<file path="config.mk">
export PLATFORM = sky130hd
export DESIGN_NAME = ntt_twiddle_gen
export DESIGN_NICKNAME = d
export VERILOG_FILES = /design/src/rtl/ntt_twiddle_gen.sv
export SDC_FILE = /design/constraint.sdc
export NUM_CORES = 2
export LEC_CHECK = 0
export ABC_AREA = 1
export BUFFER_PORTS_ARGS = -buffer_cell sky130_fd_sc_hd__buf_2
export CORE_MARGIN = 5
export CORE_UTILIZATION = 45
export CTS_CLUSTER_DIAMETER = 120
export DETAILED_ROUTE_END_ITERATION = 12
export GPL_TIMING_DRIVEN = 0
export PLACE_DENSITY_LB_ADDON = 0.15
export RECOVER_POWER = 25
export SLEW_MARGIN = 20
export SYNTH_ARGS = -nofsm -noshare
export SYNTH_HDL_FRONTEND = slang
export SYNTH_SLANG_ARGS = --single-unit
</file>
<file path="constraint.sdc">
create_clock -name clk -period 18.4 [get_ports clk]
set_input_delay 3.68 -clock clk [delete_from_list [all_inputs] [get_ports clk]]
set_output_delay 3.68 -clock clk [all_outputs]
set_load 0.05 [all_outputs]
</file>
<file path="src/rtl/ntt_twiddle_gen.sv">
// ntt_twiddle_gen: derives the N-th root of unity by repeated squaring, then fills a
// table with its powers using one shared bit-serial modular multiplier.
module ntt_twiddle_gen #(
    parameter int WIDTH = 64,
    parameter logic [WIDTH-1:0] P = 64'd4179340454199820289,
    parameter logic [WIDTH-1:0] OMEGA = 64'd68630377364883,
    parameter int LOG_ROOT = 57,
    parameter int LOG_MAX_N = 6,
    parameter int LW = 3
) (
    input  logic                   clk,
    input  logic                   rst,
    input  logic                   start,
    input  logic [LW-1:0]          log_n,
    output logic                   busy,
    output logic                   done,
    output logic                   ready,
    output logic                   err,
    input  logic [LOG_MAX_N-2:0]   rd_addr,
    output logic [WIDTH-1:0]       rd_data
);
    localparam int DEPTH = 2 ** (LOG_MAX_N - 1);
    localparam int CW = $clog2(LOG_ROOT + 1);
    localparam int BW = $clog2(WIDTH);

    typedef enum logic [1:0] {IDLE, ROOT, FILL, FIN} state_t;

    state_t               state;
    logic [WIDTH-1:0]     w, acc, prod, wr_data;
    logic [WIDTH+1:0]     r, sum, s1;
    logic [CW-1:0]        cnt;
    logic [BW-1:0]        bitc;
    logic [LOG_MAX_N-1:0] k, half;
    logic [LW-1:0]        ln;
    logic                 first, last, wr_en;
    logic [LOG_MAX_N-2:0] wr_addr;
    logic [WIDTH-1:0]     mem [DEPTH];

    // One interleaved step: r = 2r + a*b[bit], then at most two subtractions of P.
    always_comb begin
        sum = (r << 1) + (w[bitc] ? {2'b0, state == FILL ? acc : w} : '0);
        s1 = sum >= {2'b0, P} ? sum - {2'b0, P} : sum;
        prod = WIDTH'(s1 >= {2'b0, P} ? s1 - {2'b0, P} : s1);
        last = bitc == '0;
        half = LOG_MAX_N'(1) << (ln - 1'b1);
        wr_en = state == FILL && (first || (k != half && last));
        wr_addr = first ? '0 : k[LOG_MAX_N-2:0];
        wr_data = first ? WIDTH'(1) : prod;
    end

    always_ff @(posedge clk) begin
        if (wr_en) mem[wr_addr] <= wr_data;
        rd_data <= rst ? '0 : mem[rd_addr];
    end

    // bitc wraps from 0 back to WIDTH-1, so each product restarts at the MSB on its own.
    always_ff @(posedge clk) begin
        if (rst) begin
            state <= IDLE;
            busy <= 1'b0;
            done <= 1'b0;
            ready <= 1'b0;
            err <= 1'b0;
        end else begin
            done <= 1'b0;
            err <= 1'b0;
            case (state)
                IDLE: if (start) begin
                    if (log_n != '0 && log_n <= LW'(LOG_MAX_N)) begin
                        ln <= log_n;
                        cnt <= CW'(LOG_ROOT) - CW'(log_n);
                        w <= OMEGA;
                        r <= '0;
                        bitc <= BW'(WIDTH - 1);
                        ready <= 1'b0;
                        busy <= 1'b1;
                        state <= ROOT;
                    end else begin
                        err <= 1'b1;
                    end
                end
                ROOT: if (cnt == '0) begin
                    first <= 1'b1;
                    state <= FILL;
                end else begin
                    r <= last ? '0 : {2'b0, prod};
                    bitc <= bitc - 1'b1;
                    if (last) begin
                        w <= prod;
                        cnt <= cnt - 1'b1;
                        if (cnt == CW'(1)) begin
                            first <= 1'b1;
                            state <= FILL;
                        end
                    end
                end
                FILL: if (first) begin
                    first <= 1'b0;
                    acc <= WIDTH'(1);
                    k <= LOG_MAX_N'(1);
                end else if (k == half) begin
                    done <= 1'b1;
                    ready <= 1'b1;
                    busy <= 1'b0;
                    state <= FIN;
                end else begin
                    r <= last ? '0 : {2'b0, prod};
                    bitc <= bitc - 1'b1;
                    if (last) begin
                        acc <= prod;
                        k <= k + 1'b1;
                    end
                end
                default: state <= IDLE;
            endcase
        end
    end
endmodule

</file>
==> out/metrics.yaml <==
status: "complete, but fails checks"
violations: "capacitance limit, slew limit"
post-cts-setup-buffer-count: 0
fmax_mhz: 76.7
grt_max_degree: 40
grt_pass1_vias: 79500
syn_to_final_growth_pct: 15.7
drt-total-wl_um: 453000
antenna_found_initial: 22
endpoint: "mem[13][1]"
route.detailed.wl_per_inst_um: 33.0
dieArea_um2: 243000
cp_slowest_stage_delay_ns: 0.92
cp-startpoint: "bitc[2]"
worstPathRequired_ns: 19.19
synth-edff-count: 2262
critical_path_class: "reg2reg"
synthFlopType: "edfxtp_1"
worstSkewPairLatency_ns: 0.99
fin_nets: 10600
skew_ns: 0.152
grt_pass1_wl_um: 619000
crit_arrival_ns: 13.83
cts_htree_levels: 4
boundaryPins: 79
worstPathMaxFanout: 20
rsz0062_at_grt: "no"
start_util: 0.451
drive_above_1_share: 0.0887
end_kind: "flop"
synthesis.area_um2: 105000
synth_warnings: 0
cts.sinks: 2332
r2r-end: "mem[13][1]"
cts_tree: "done"
cts_hold_buffers: 0
r2r-start: "bitc[2]"
met3_usage: 0.0932
via_per_inst: 6.16
maxCapViolCount: 38
drt_iter0_drc: 12200
numCtsBuffers: 235
drtPass1Iterations: 6
period_share: 0.709
drc: 0
syn-num-nets: 10000
vias: 84600
synthDistinctLibCells: 55
critPathLaunchType: "flop"
chipHeight_um: 493
cts-root-buf: "clkbuf_16"
cp.depth: 52
path_clk_slew_ns: 0.06
synthArstFlopShare: 0
worstMarginPinSlew_ns: 2.22
cts_resized: 0
postSynthAreaPerCell_um2: 10.5
die_w_um: 493
grt-ovfl-total: 0
hold_viol: 0
ant_nets: 0
cpLargestDelayFamily: "simple AND/OR/NAND/NOR gates"
maxSlewHeadroom: -0.487
setup_viol: 0
gr-usage-met2: 0.561
cts_buffer_depth: 3
reg2reg_slack_ns: 5.36
report.final.slew_viol_count: 539
setup_tns_ns: 0
crit_buf_inv: 15
ys_ff_latch: 2332
portBuffers: 73
grt.busiest_layer: "met2"
hp-class: "reg2reg"
post-route-min-period_ns: 13.04
cp_slowest_cell: "nor2_1"
seq_area_frac_synth: 0.661
grt_util_met1: 0.470
routabilityCongestion: 1.00
dp_hpwl_um: 346000
num_rows: 177
syn_inst: 9958
cp_common_cell: "nand2_1"
reg2reg_depth: 52
core_um2: 232000
track_usage: 0.364
tightest hold or removal path, delay by kind of cell, from the launching register on:
| family | cells | cell delay (ns) |
|---|---|---|
| AO/OA/AOI/OAI | 1 | 0.06 |
| AND/OR/NAND/NOR | 1 | 0.06 |
| flip-flops | 1 | 0.31 |
worst min path at each step:
stage,slack [ns],to,start,cells after the start
global route,0.50,busy,busy,2
detailed placement,0.47,busy,busy,2
finish,0.47,busy,busy,2
global placement,0.45,busy,busy,2
CTS,0.47,busy,busy,2
floorplan,0.47,state[0],state[0],2
logic make-up after synthesis:
| family | after synthesis | synth area share |
|---|---|---|
| flip-flops | 2332 | 0.661 |
| XOR/XNOR | 104 | 0.00883 |
| AO/OA/AOI/OAI | 2373 | 0.124 |
| AND/OR/NAND/NOR | 3943 | 0.154 |
| buffers and inverters | 1126 | 0.0421 |
| adder cells (fa/ha/maj) | 80 | 0.00962 |
cell usage in the layout (no fill, tap or decap), drive strengths merged:
cell      netlist  routed
a21o            1       1
a31oi           5       5
nand3         367     367
o2111ai         1       1
o211ai         10      10
a211oi         12      12
clkinv          7     122
fa              1       1
nor2         1955    1955
nor4            4       4
bufinv          0      19
o32ai          24      24
dfxtp          70      70
diode           0      13
o22ai         543     543
inv           575     579
nand3b         24      24
a32o            2       2
ha             79      79
o21ai        1354    1354
or2             6       6
xnor2          20      20
nand2        1508    1508
clkinvlp        0       9
xor2           84      84
o221ai         50      50
nor3b           2       2
nand4          47      47
nor3           30      30
o21bai          6       6
a311oi         10      10
edfxtp       2262    2262
clkbuf        472     840
buf            72     290
o21a            3       3
a21oi         352     352
stage by stage:
stage                     std cells  instance area [um2]  hold WS (ns)  worst slack (ns)  utilization
after global routing          13700               121000         0.499              5.21        0.522
after global placement        13100               109000         0.454              2.52        0.469
after floorplan                9958               105000         0.473              8.56            -
after CTS                     13700               123000         0.475              5.73        0.528
after detailed placement      13300               115000         0.466              5.75        0.495
final                         13700               121000         0.470              5.36        0.522
registers in the layout, summed over array words and instances (netlist names):
signal	count
ready	1
done	1
r	64
mem	2048
rd_data	64
k	6
acc	64
state	2
err	1
first	1
busy	1
cnt	6
ln	3
bitc	6
w	64
synth_stat cells, drive strengths merged, types with 70 or more instances:
master / instances / area (um2)
a21oi: 352 / 1780
buf: 72 / 460
clkbuf: 472 / 1770
dfxtp: 70 / 1400
edfxtp: 2262 / 67900
ha: 79 / 988
inv: 575 / 2160
nand2: 1508 / 5960
nand3: 367 / 1990
nor2: 1955 / 7470
o21ai: 1354 / 6790
o22ai: 543 / 3400
xor2: 84 / 743
layout make-up:
type / count / area [um2]
multi-input cells: 6500 / 31900
fillers: 20700 / 111000
flip-flops and latches: 2332 / 69300
clock buffers: 293 / 6260
diodes: 13 / 32.5
well taps: 3043 / 3810
clock inverters: 147 / 1550
plain buffers: 544 / 2290
inverters: 582 / 2190
repair buffers: 293 / 3930
routing by layer:
metal | vias up | part of all wire | routed length [um]
met5 | - | 0.00016 | 74
li1 | 36300 | - | -
met4 | 12 | 0.069 | 31400
met2 | 5581 | 0.44 | 201000
met1 | 41700 | 0.37 | 167000
met3 | 1023 | 0.12 | 54200
Power is not shown: default switching activity piles up to over one toggle a cycle in this logic, so the estimate is an artifact.
